File: src/rtl/instr_fetch_unit.sv
// Instruction fetch stage: owns the PC, issues boot RAM reads, absorbs the one-cycle
// read latency and queues {pc, instr} pairs for decode behind a valid/ready handshake.
module instr_fetch_unit #(
    parameter int              XLEN       = 32,
    parameter logic [XLEN-1:0] RESET_PC   = 32'h0000_0000,
    parameter int              FIFO_DEPTH = 2
) (
    input  logic            clk,
    input  logic            rst,
    output logic [XLEN-1:0] instr_rd_addr,
    output logic            instr_rd_en,
    input  logic [XLEN-1:0] instr,
    input  logic            redirect_valid,
    input  logic [XLEN-1:0] redirect_pc,
    output logic            if_valid,
    input  logic            if_ready,
    output logic [XLEN-1:0] if_pc,
    output logic [XLEN-1:0] if_instr
);

    localparam int PW = (FIFO_DEPTH > 1) ? $clog2(FIFO_DEPTH) : 1;
    localparam int CW = $clog2(FIFO_DEPTH + 1);
    localparam logic [CW:0] DEPTH_C = (CW + 1)'(FIFO_DEPTH);

    logic [XLEN-1:0] pc_r;
    logic [XLEN-1:0] inflight_pc_r;
    logic            inflight_r;
    logic [XLEN-1:0] fifo_pc_r    [FIFO_DEPTH];
    logic [XLEN-1:0] fifo_instr_r [FIFO_DEPTH];
    logic [PW-1:0]   wr_ptr_r;
    logic [PW-1:0]   rd_ptr_r;
    logic [CW-1:0]   count_r;

    logic            pop_s;
    logic            push_s;
    logic            issue_s;
    logic [CW:0]     credit_s;
    logic [XLEN-1:0] redirect_target_s;

    assign if_valid          = (count_r != '0);
    assign pop_s             = if_valid & if_ready;
    assign redirect_target_s = redirect_pc & ~XLEN'(3);
    assign instr_rd_addr     = pc_r;
    assign instr_rd_en       = issue_s;
    assign if_pc             = fifo_pc_r[rd_ptr_r];
    assign if_instr          = fifo_instr_r[rd_ptr_r];

    // Credit check: buffered plus in-flight words, less the one leaving now, must leave a free slot
    always_comb begin
        credit_s = {1'b0, count_r} + (CW + 1)'(inflight_r) - (CW + 1)'(pop_s);
        push_s   = inflight_r & ~redirect_valid;
        if (rst || redirect_valid) begin
            issue_s = 1'b0;
        end else begin
            issue_s = (credit_s < DEPTH_C);
        end
    end

    // Program counter and in-flight read tracking
    always_ff @(posedge clk) begin
        if (rst) begin
            pc_r          <= RESET_PC;
            inflight_r    <= 1'b0;
            inflight_pc_r <= '0;
        end else if (redirect_valid) begin
            pc_r          <= redirect_target_s;
            inflight_r    <= 1'b0;
            inflight_pc_r <= inflight_pc_r;
        end else if (issue_s) begin
            pc_r          <= pc_r + XLEN'(4);
            inflight_r    <= 1'b1;
            inflight_pc_r <= pc_r;
        end else begin
            pc_r          <= pc_r;
            inflight_r    <= 1'b0;
            inflight_pc_r <= inflight_pc_r;
        end
    end

    // FIFO occupancy and pointers; a flush keeps the read pointer so the stale head stays stable
    always_ff @(posedge clk) begin
        if (rst) begin
            count_r  <= '0;
            wr_ptr_r <= '0;
            rd_ptr_r <= '0;
        end else if (redirect_valid) begin
            count_r  <= '0;
            wr_ptr_r <= rd_ptr_r;
            rd_ptr_r <= rd_ptr_r;
        end else begin
            case ({push_s, pop_s})
                2'b10:   count_r <= count_r + CW'(1);
                2'b01:   count_r <= count_r - CW'(1);
                default: count_r <= count_r;
            endcase
            wr_ptr_r <= push_s ? (wr_ptr_r + PW'(1)) : wr_ptr_r;
            rd_ptr_r <= pop_s  ? (rd_ptr_r + PW'(1)) : rd_ptr_r;
        end
    end

    // FIFO storage: returning RAM word is tagged with the PC it was fetched from
    always_ff @(posedge clk) begin
        if (rst) begin
            for (int i = 0; i < FIFO_DEPTH; i++) begin
                fifo_pc_r[i]    <= '0;
                fifo_instr_r[i] <= '0;
            end
        end else if (push_s) begin
            fifo_pc_r[wr_ptr_r]    <= inflight_pc_r;
            fifo_instr_r[wr_ptr_r] <= instr;
        end else begin
            fifo_pc_r[wr_ptr_r]    <= fifo_pc_r[wr_ptr_r];
            fifo_instr_r[wr_ptr_r] <= fifo_instr_r[wr_ptr_r];
        end
    end

endmodule

File: config.mk
export PLATFORM = sky130hd
export DESIGN_NAME = instr_fetch_unit
export DESIGN_NICKNAME = d
export VERILOG_FILES = /design/src/rtl/instr_fetch_unit.sv
export SDC_FILE = /design/constraint.sdc
export NUM_CORES = 1
export LEC_CHECK = 0
export BUFFER_PORTS_ARGS = -buffer_cell sky130_fd_sc_hd__buf_2
export CAP_MARGIN = 15
export CORE_ASPECT_RATIO = 0.5
export CORE_MARGIN = 2
export CORE_UTILIZATION = 59
export DETAILED_ROUTE_END_ITERATION = 16
export PLACE_DENSITY = 0.91
export SLEW_MARGIN = 15
export SYNTH_ARGS = -nofsm -noshare
export SYNTH_HDL_FRONTEND = slang
export SYNTH_SLANG_ARGS = --single-unit
File: constraint.sdc
create_clock -name clk -period 14.3 [get_ports clk]
set_clock_uncertainty 0.05 [all_clocks]
set_input_delay 0.715 -clock clk [delete_from_list [all_inputs] [get_ports clk]]
set_output_delay 0.715 -clock clk [all_outputs]
set_load 0.02 [all_outputs]
[After elaboration in Yosys (flattened, before gate mapping)]
Memory sizes are Yosys's and may differ from the RTL's. A register that Yosys moved wholly into a read port is not among the register bits.
Cells that the tools add are included.
Word-level totals
  register bits: 69
  latch bits: 0
  memory bits (writable): 128
  bits in read-only memories: 0
  bits of input ports: 68
  logic and storage cells: 63
  memories kept: 2
Operators by class
  add/subtract/negate cells: 7
  multipliers: 0
  div/mod/pow operators: 0
  magnitude comparators: 1
  equality and inequality tests: 3
  shift operators: 0
  muxes and demuxes: 27
  bitwise logic cells: 5
  reductions and logical operators: 11
Memory list
  fifo_instr_r: depth 2, width 32, read ports 1, clocked after memory_dff 1, write ports 2, line 29  | logic [XLEN-1:0] fifo_instr_r [FIFO_DEPTH];
  fifo_pc_r: depth 2, width 32, read ports 1, clocked after memory_dff 1, write ports 2, line 28  | logic [XLEN-1:0] fifo_pc_r [FIFO_DEPTH];
Operators with widths (number)
  2-to-1 mux 32 bit: 6
  OR reduction 32 bit: 2
  adder 32 x 3 -> 32 bit, second input constant: 1
  2-to-1 mux 1 bit: 20
  nonzero test 2 bit: 4
  AND reduction 2 bit: 3
  case mux 2 bit (2 select lines): 1
  adder 2 x 1 -> 3 bit: 1
  less-than comparator 3 x 2 -> 1 bit, second input constant: 1
  subtractor 3 x 1 -> 3 bit: 1
  adder 1 bit, second input constant: 2
  adder 2 x 1 -> 2 bit, second input constant: 1
  bitwise AND 1 bit: 2
  == test 2 x 1 -> 1 bit, second input constant: 1
  == test 2 bit, second input constant: 1
  OR 1 bit: 2
  OR reduction 2 bit: 1
  subtractor 2 x 1 -> 2 bit, second input constant: 1
  logical OR 1 bit: 1
  != test 0 bit: 1
  inverter 1 bit: 1

[Depth between registers and ports, before layout]
Gate-level depths: netlist (run 1).
  word-level depth: 9
  gate-level depth with buffers: 13
  gate-level depth less buffers: 11

[Worst setup path before layout (run 1)]
Ideal clock, no wire load.
  path kind: input -> register
  start: input redirect_valid
  end: memory fifo_instr_r[0][0] (enable)
  arrival time: 5262 ps
  setup slack: 8420 ps
  cell stages on the path: 3
  path buffers: 0
  cells stage by stage: inv_1 -> nand2_1 -> o21ai_0
RTL lines
  start, declared: line 13  | input logic redirect_valid,
  end, declared: line 29

==> results of run 1 <==
[final timing paths]
check | slack [ns] | start | cells after the start | end
max | 10.61 | redirect_valid | 8 | fifo_instr_r[1][12]
min | 0.42 | inflight_pc_r[17] | 2 | inflight_pc_r[17]
max reg2reg | 10.94 | count_r[1] | 12 | instr_rd_addr[15]
min reg2reg | 0.42 | inflight_pc_r[17] | 2 | inflight_pc_r[17]
[synth_stat cells (2+ instances only)]
master and count:
nand3_1 14, inv_1 8, buf_4 4, or2_2 2
or4_1 5, or3_1 4, o211ai_1 7, buf_1 5
dfxtp_1 66, nor4_1 2, o22ai_1 6, clkbuf_1 36
and3_1 4, o311ai_0 3, buf_2 3, mux2_2 63
o21ai_0 11, nand2_1 91, xnor2_1 7, a21o_1 2
edfxtp_1 124, a32oi_1 4, xor2_1 4, and2_1 135
nand4_1 8, nor2_1 12, a21oi_1 55, nor3b_1 2
nor4_2 3, ha_1 2, nor3_1 11, a31oi_1 15
[flip-flops by register name, indices dropped and copies added, names as in the netlist, named ones only]
signal,cells
fifo_instr_r,64
fifo_pc_r,60
inflight_pc_r,30
instr_rd_addr,30
count_r,2
inflight_r,1
rd_ptr_r,1
wr_ptr_r,1
[through the flow]
stage / cell area (um2) / worst slack, ns / util / std cells / hold WS (ns)
final: 9920 / 10.61 / 0.722 / 1080 / 0.421
after global routing: 9920 / 10.40 / 0.722 / 1080 / 0.446
after CTS: 9920 / 10.62 / 0.722 / 1080 / 0.422
after detailed placement: 9350 / 10.22 / 0.680 / 1048 / 0.412
after global placement: 9350 / 10.28 / 0.680 / 1048 / 0.396
after floorplan: 8420 / 8.42 / - / 737 / 0.387
[layer usage]
layer / vias to the layer above / GRT usage / routed length [um]
met4: 0 / 0.0940 / 278
li1: 2894 / - / -
met2: 251 / 0.408 / 8810
met3: 25 / 0.0430 / 1250
met1: 2919 / 0.336 / 8190
met5: - / 0 / 0
[worst reg2reg max path, cell delays in order, from the launching register on]
cell	delay, ns
dfxtp_1	0.43
or2_2	0.16
nand2_1	0.09
nor2_1	0.20
o21ai_0	0.18
fa_1	0.42
xnor2_1	0.18
nand3_2	0.10
inv_1	0.06
buf_4	0.39
nand4_1	0.34
or4_1	0.54
a31oi_1	0.16
[cell type report]
cell class | count | area [um2] | area share
timing repair buffer | 168 | 863 | 0.0870
inverter | 8 | 30.0 | 0.00303
tap | 192 | 240 | 0.0242
clock buffer | 17 | 425 | 0.0429
sequential | 190 | 5050 | 0.509
multi-input combinational | 490 | 3170 | 0.319
clock inverter | 15 | 151 | 0.0153
[power by group through the flow]
stage / clock network (uW) / logic [uW] / registers (uW)
3_3_place_gp: 0 / 102 / 635
2_1_floorplan: 0 / 61.3 / 640
3_5_place_dp: 0 / 104 / 637
4_1_cts: 463 / 105 / 625
5_1_grt: 485 / 113 / 628
6_report: 460 / 104 / 625
[kinds of logic after synthesis]
group	after synthesis	share of synthesized area
AND/OR/NAND/NOR	302	0.196
adder cells (fa/ha/maj)	3	0.00535
buffers and inverters	57	0.0286
other	1	0.000446
AO/OA/AOI/OAI	107	0.0741
flip-flops	190	0.600
XOR/XNOR	11	0.0115
multiplexers	63	0.0843
==> metrics.md, run 1 <==
| Metric | Value |
|---|---|
| Most used cell, CP | `buf_4` |
| Most frequent cells in the layout | `159 x buf_2, 135 x and2_1, 124 x edfxtp_1, 91 x nand2_1, 65 x dfxtp_1` |
| Final Power | `1190 uW` |
| Most common flop cell mapped by yosys | `edfxtp_1` |
| DR vias/cell | `5.64` |
| Vias in the first global route | `5918` |
| Synth area leader | `edfxtp_1` |
| Flop pwr share | `0.526` |
| Post-CTS setup buffer count | `0` |
| Clock power share | `0.387` |
| Post-Syn Instances | `734` |
| Ys Warns | `0` |
| Max Fanout on Critical Path | `63` |
| CP Launch Type | `input port` |
| GP Congestion | `0.837` |
| DRC Markers | `0` |
| Post-synth ARST share | `0` |
| Int Pwr | `879 uW` |
| Drt first pass iters | `7` |
| Leak | `0.00394 uW` |
| Number of synthesized register bits | `190` |
| H-tree levels | `4` |
| Final period utilization | `0.258` |
| CTS tree | `done` |
| Routed length per instance | `17.1 um` |
| First-pass GRT wire length | `29.6 mm` |
| Worst hold path class | `reg -> reg` |
| Critical path arrival | `3.69 ns` |
| Row Count | `30` |
| GRT Util Overall | `0.247` |
| Gate power share | `0.088` |
| TritonCTS Buffers | `17` |
| Psw | `310 uW` |
| IO Count | `166` |
| # nets final | `946` |
| WP buf/inv | `5` |
| Max VDD drop | `83.4 uV` |
| Setup TNS | `0 ns` |
| Number of setup violations in the final report | `0` |
| Delay-heaviest family, CP | `buffers and inverters` |
| RSZ-0062 raised after global routing | `false` |
| CTS Sinks | `190` |
| Sw Share | `0.261` |
| Total wire length | `18.5 mm` |
| Die W | `173 um` |
| Die area | `15300 um2` |
| Post-synth top area share | `0.443` |
| Max_cap viols | `0` |
| Hold Violations, Final | `0` |
| Die height | `88.4 um` |
| Critical path required time | `14.30 ns` |
| Crit path kind | `in -> reg` |
| Area contributors post-synth | `edfxtp_1 44%, dfxtp_1 16%, and2_1 10%, mux2_2 8.4%, nand2_1 4.1%` |
| EDFF count, synth | `124` |
| Fmax | `271 MHz` |
| Setup crit end kind | `flip-flop` |
| Number of port buffers | `159` |
| Initial DRC count | `700` |
| Max_slew headroom | `0.431` |
| Worst path slowest cell | `buf_4` |
| Clk Latency, worst-skew pair | `0.42 ns` |
| Pwr Density | `120 nW/um2` |
| Antenna violations before repair | `0` |
| Post-detail-place hpwl | `11.5 mm` |
| Hold-fix buffers at CTS | `0` |
| Final ANT Viol Nets | `0` |
| Share of cells above drive strength 1 | `0.310` |
| Synth unique cells | `48` |
| PostCTS Resize Cnt | `0` |
| Worst slew pin tran | `0.854 ns` |
| Clk slew on worst S/H paths | `0.07 ns` |
| Syn Std Cell Area | `8410 um2` |
| Pin count of the biggest net entering global routing | `69` |
| Syn_area_per_cell | `11.5 um2` |
| Commonest non-fill, non-tap cell in the layout | `buf_2` |
| Initial Utilization | `0.612` |
| Sequential share of the synthesized area | `0.600` |
| Status | `complete, no violations` |
| Max Slew Vio Count | `0` |
| Crit-path max cell delay | `0.64 ns` |
| Tmin final | `3.69 ns` |
| DR vias | `6089` |
| Overflow after GRT | `0` |
| Clock Root Buffer | `clkbuf_16` |
| Longest Clk Path Bufs | `2` |
| Crit path cell chain | `buf_2 -> buf_4 -> inv_1 -> nand2_1 -> nor3b_2 -> buf_4 -> or2_2 -> buf_4` |
| CORE AREA | `13700 um2` |
| # diodes | `0` |
| Area growth syn-to-layout | `17.9%` |
| # fillers | `954` |
Note: power is estimated with default switching activity, not from simulation.
==> run 2, diff against run 1 <==
Settings changed: ABC_AREA set to 1, CORE_UTILIZATION 59 to 56, PLACE_DENSITY 0.91 to 0.86.
Clock period 14.3 ns to 3.4 ns, I/O delays scaled along.
==> run 2 against run 1 <==
Net effect: hold slack worse by 0.41 ns; via count increased by 15%; global-route usage is 0.58 points higher; sequential power grew to 4.2 times the previous value; critical path depth grew 2; cell area up 6.3%; largest cell class unchanged; largest power group unchanged.
==> metrics.md, run 2 <==
| Metric | Value |
|---|---|
| Die height | `92.6 um` |
| EDFF count, synth | `124` |
| Simple-gate share of the synthesized area | `0.198` |
| DRC Markers | `0` |
| Die W | `181 um` |
| CTS tree | `done` |
| Synth Area in Adders | `0.00512` |
| Flop pwr share | `0.502` |
| Regs by FF count | `fifo_instr_r: 64 flops, fifo_pc_r: 60 flops` |
| Setup TNS | `0 ns` |
| DR vias | `6972` |
| Largest family of logic cells by synthesized area | `simple AND/OR/NAND/NOR gates` |
| Commonest cells in the netlist | `195 x nor2_1, 167 x nand2_1, 135 x inv_1, 124 x edfxtp_1, 66 x dfxtp_1` |
| Clk Latency, worst-skew pair | `0.43 ns` |
| Tmin final | `3.08 ns` |
| Max Fanout on Critical Path | `17` |
| Final period utilization | `0.906` |
| # diodes | `0` |
| Share of cells above drive strength 1 | `0.245` |
| Reg-to-Reg Start | `count_r[0]` |
| Post-synth top area share | `0.423` |
| Post-CTS setup buffer count | `0` |
| Critical path arrival | `2.86 ns` |
| Clk slew on worst S/H paths | `0.08 ns` |
| Initial Utilization | `0.572` |
| Final hold slack | `0.00848 ns` |
| Most frequent cells in the layout | `195 x nor2_1, 165 x nand2_1, 159 x buf_2, 135 x inv_1, 124 x edfxtp_1` |
| TritonCTS Buffers | `17` |
| Hold_sp | `instr[3]` |
| Most common flop cell mapped by yosys | `edfxtp_1` |
| Sequential share of the synthesized area | `0.574` |
| Int Pwr | `3900 uW` |
| Crit path kind | `reg -> out` |
| Post-Syn Instances | `963` |
| Crit path from | `count_r[0]` |
| Pin count of the biggest net entering global routing | `63` |
| RSZ-0062 raised after global routing | `false` |
| Top-count cell post-synth | `nor2_1` |
| # nets final | `1196` |
| Pwr Density | `498 nW/um2` |
| Mux cell area share after synthesis | `0.0794` |
| Longest Clk Path Bufs | `2` |
| H-tree levels | `4` |
| Post-detail-place hpwl | `13.4 mm` |
| Die area | `16800 um2` |
| Total wire length | `20.5 mm` |
| Status | `complete, no violations` |
| Number of setup violations in the final report | `0` |
| R2R cell count | `14` |
| Critical path required time | `3.18 ns` |
| Overflow after GRT | `0` |
| Worst hold path class | `in -> reg` |
| Register-to-register setup slack | `0.61 ns` |
| GP Congestion | `0.939` |
| Setup crit end kind | `output port` |
| Syn Std Cell Area | `8800 um2` |
| Final Power | `5250 uW` |
| Drt first pass iters | `6` |
| Max_cap viols | `0` |
| Leak | `0.00464 uW` |
| Max_slew headroom | `0.425` |
| Antenna violations before repair | `0` |
| GRT Util Overall | `0.253` |
| Post-synth ARST share | `0` |
| Fmax | `325 MHz` |
| Synth unique cells | `31` |
| DR vias/cell | `5.20` |
| Hold path endpoint | `fifo_instr_r[0][3]` |
| Hold-fix buffers at CTS | `17` |
| First-pass GRT wire length | `33.5 mm` |
| Number of port buffers | `159` |
| Largest register by flop count | `fifo_instr_r` |
| Hold path depth | `3` |
| Post-Synth XOR/XNOR Area | `0.00299` |
| Hold Violations, Final | `0` |
| CORE AREA | `15400 um2` |
| Sw Share | `0.258` |
| CTS Sinks | `190` |
| Area contributors post-synth | `edfxtp_1 42%, dfxtp_1 15%, nor2_1 8.3%, mux2_2 7.9%, nand2_1 7.1%` |
| Max Slew Vio Count | `0` |
| Routed length per instance | `15.3 um` |
| Final ANT Viol Nets | `0` |
| Reg2reg end | `instr_rd_addr[28]` |
| Worst slew pin tran | `0.862 ns` |
| CP Launch Type | `flip-flop` |
| Vias in the first global route | `6903` |
| Initial DRC count | `753` |
| Row Count | `32` |
| Max VDD drop | `360 uV` |
| Clock power share | `0.393` |
| IO Count | `166` |
| Synth area leader | `edfxtp_1` |
| Syn_area_per_cell | `9.13 um2` |
| Number of synthesized register bits | `190` |
| Psw | `1360 uW` |
| Commonest non-fill, non-tap cell in the layout | `nor2_1` |
| Post-synthesis compound-gate area fraction | `0.0548` |
| Ys Warns | `0` |
| Clock Root Buffer | `clkbuf_16` |
| Area growth syn-to-layout | `19.9%` |
| Max FFs per register | `64` |
| Gate power share | `0.105` |
| PostCTS Resize Cnt | `0` |
[run 2: cell types whose count changed after synthesis, sizes merged, moves of 19 or more]
| cell | before | now |
|---|---|---|
| nand2 | 91 | 169 |
| a21oi | 55 | 30 |
| nand3 | 14 | 62 |
| clkbuf | 36 | 17 |
| nor2 | 12 | 199 |
| and2 | 135 | 1 |
| inv | 8 | 138 |
[run 2: worst max path at each step]
stage	to	slack (ns)	cells after the start
detailed placement	instr_rd_addr[22]	0.77	14
global route	instr_rd_en	0.20	10
CTS	instr_rd_en	0.38	10
floorplan	fifo_instr_r[1][0]	0.70	4
global placement	instr_rd_addr[26]	0.87	14
finish	instr_rd_en	0.32	10
[run 2: per-stage QoR]
stage          area (um2)  setup WS (ns)  instances   util
2_1_floorplan        8810          0.697        966      -
3_3_place_gp         9770          0.868       1293  0.635
3_5_place_dp         9770          0.771       1293  0.635
4_1_cts             10500          0.379       1342  0.686
5_1_grt             10500          0.202       1342  0.686
6_report            10500          0.319       1342  0.686
[run 2: layout make-up]
class	instances	area, um2
Timing Repair Buffer	187	1100
Inverter	138	518
Sequential cell	190	5050
Tap cell	204	255
Fill cell	1181	4830
Clock inverter	12	130
Clock buffer	20	479
Multi-Input combinational cell	591	3020
[run 2: power groups by stage]
stage               combinational, uW  clock, uW  sequential [uW]
global route                      604       2170             2650
floorplan                         328          0             2700
CTS                               552       2080             2640
detailed placement                531          0             2690
finish                            552       2060             2640
global placement                  515          0             2680
[run 2: cell families (layout without fill, tap and decap cells)]
group	after synthesis	count (layout)
compound gates	84	84
xor+xnor	3	3
fa+ha+maj	3	3
buf+inv	185	357
flops	190	190
mux	62	62
other cells	1	4
simple gates	435	435
[run 2: routing by layer]
layer | vias to the layer above | track usage | part of all wire
li1 | 3424 | - | -
met1 | 3218 | 0.338 | 0.44
met2 | 298 | 0.426 | 0.48
met3 | 32 | 0.0409 | 0.068
met4 | 0 | 0.0840 | 0.014
met5 | - | 0 | 0
[run 2: critical path: stages (launching register included)]
cell and delay (ns):
dfxtp_1 0.42, o21a_1 0.22, nand2_1 0.10, o21ai_0 0.09
nand2_1 0.11, fa_1 0.50, inv_1 0.05, nor2_2 0.10
nand2_2 0.26, inv_2 0.35, buf_2 0.23
==> run 3, diff against run 2 <==
Settings changed: ABC_AREA 1 to 0, CORE_UTILIZATION 56 to 55.
==> run 3 against run 2 <==
Net effect: register-to-register slack worse by 0.16 ns; via count down 11%; die area decreased by 2.5%; sequential cell count did not move; maximum frequency up 4.5%; cell area shrank 1.4%; sequential power is essentially flat; hold slack about the same; critical endpoint is now instr_rd_addr[20]; largest cell class unchanged.
==> metrics.md, run 3 (synthesized netlist as in run 1, its figures left out) <==
| Metric | Value |
|---|---|
| Most frequent cells in the layout | `159 x buf_2, 135 x and2_1, 124 x edfxtp_1, 91 x nand2_1, 65 x dfxtp_1` |
| Post-CTS setup buffer count | `0` |
| H-tree levels | `4` |
| DR vias | `6194` |
| Clk Latency, worst-skew pair | `0.42 ns` |
| Max VDD drop | `324 uV` |
| Drt first pass iters | `7` |
| Die W | `179 um` |
| First-pass GRT wire length | `30.6 mm` |
| Tmin final | `2.95 ns` |
| R2R cell count | `12` |
| CORE AREA | `14700 um2` |
| Die height | `91.5 um` |
| IO Count | `166` |
| Final Cell Area | `10400 um2` |
| Crit path kind | `reg -> reg` |
| CP Launch Type | `flip-flop` |
| Worst hold path class | `in -> reg` |
| Critical path arrival | `3.25 ns` |
| Final period utilization | `0.867` |
| GP Congestion | `0.892` |
| Setup TNS | `0 ns` |
| Placed Area | `9420 um2` |
| Worst slew pin tran | `1.08 ns` |
| CTS Sinks | `190` |
| Share of cells above drive strength 1 | `0.300` |
| Pin count of the biggest net entering global routing | `64` |
| Vias in the first global route | `6133` |
| Largest register by flop count | `fifo_instr_r` |
| # diodes | `0` |
| Total wire length | `18.9 mm` |
| Initial Utilization | `0.572` |
| Critical path required time | `3.70 ns` |
| Max Slew Vio Count | `0` |
| Commonest non-fill, non-tap cell in the layout | `buf_2` |
| Number of port buffers | `159` |
| Setup crit end kind | `flip-flop` |
| Clk slew on worst S/H paths | `0.07 ns` |
| Area growth syn-to-layout | `23.6%` |
| Row Count | `31` |
| Fmax | `339 MHz` |
| DR vias/cell | `5.48` |
| CTS tree | `done` |
| Max_cap viols | `0` |
| Die area | `16400 um2` |
| Clock Root Buffer | `clkbuf_16` |
| Hold path depth | `2` |
| # nets final | `990` |
| Pwr Density | `488 nW/um2` |
| Initial DRC count | `608` |
| Leak | `0.00413 uW` |
| Post-detail-place hpwl | `11.7 mm` |
| Routed length per instance | `16.7 um` |
| Longest Clk Path Bufs | `2` |
| GRT Util Overall | `0.240` |
| Final ANT Viol Nets | `0` |
| TritonCTS Buffers | `17` |
| Number of setup violations in the final report | `0` |
| Hold Violations, Final | `0` |
| Antenna violations before repair | `0` |
| Regs by FF count | `fifo_instr_r: 64 flops, fifo_pc_r: 60 flops` |
| Max FFs per register | `64` |
| Max Fanout on Critical Path | `13` |
| Overflow after GRT | `0` |
| Status | `complete, no violations` |
| Max_slew headroom | `0.281` |
| RSZ-0062 raised after global routing | `false` |
| DRC Markers | `0` |
==> run 3: cell count changes in the layout (fill, tap and decap cells not counted), sizes merged, moves of 22 or more <==
cell and change:
dlygate4sd3 +22, and2 +134, nand3 -48, nand2 -78, a21oi +25, nor2 -187
inv -130
==> run 3: final timing paths <==
path,startpoint,to,slack [ns]
max,count_r[1],instr_rd_addr[20],0.45
min,instr[21],fifo_instr_r[0][21],0.009
max reg2reg,count_r[1],instr_rd_addr[20],0.45
min reg2reg,inflight_pc_r[26],inflight_pc_r[26],0.42
==> run 3: power by group <==
part           total (uW)  switching (uW)  leakage (uW)  internal [uW]
registers            2630            72.7       0.00183           2560
logic                 483             289       0.00201            195
clock network        1960             936      0.000291           1020
total                5070            1300       0.00413           3770
==> run 3: layout make-up <==
cell class	count	area, um2
sequential	190	5050
fill	997	4300
multi-input combinational	490	3170
timing repair buffer	212	1320
clock buffer	18	450
tap	198	248
clock inverter	14	140
inverter	8	30.0
==> run 3: metal layers <==
| metal | vias to the layer above | part of all wire | GRT usage |
|---|---|---|---|
| met4 | 0 | 0.012 | 0.0732 |
| met2 | 258 | 0.49 | 0.399 |
| met3 | 23 | 0.065 | 0.0394 |
| li1 | 2980 | - | - |
| met5 | - | 0 | 0 |
| met1 | 2933 | 0.43 | 0.323 |
==> run 3: critical path: stages (launching register included) <==
cell and delay [ns]:
dfxtp_1 0.43, or2_2 0.15, nand2_1 0.08, nor2_1 0.17, o21ai_0 0.14, fa_1 0.40
xnor2_1 0.21, nand3_2 0.10, inv_1 0.15, buf_4 0.21, nand2_1 0.11, or4_1 0.52
a31oi_1 0.16
==> run 3: per-stage QoR <==
stage	util	std cells	hold WS, ns	total power (uW)	setup WS, ns
finish	0.707	1130	0.00878	5070	0.453
global route	0.707	1130	0.00157	5250	0.206
CTS	0.707	1130	0.0000424	5100	0.474
detailed placement	0.640	1059	0.405	3120	0.497
global placement	0.640	1059	0.386	3110	0.550
floorplan	-	737	0.279	2940	0.458
==> run 3: what timing repair did <==
action	CTS	global route
hold buffers	39	0
gates resized for setup	0	0
hold endpoints to repair	57	0
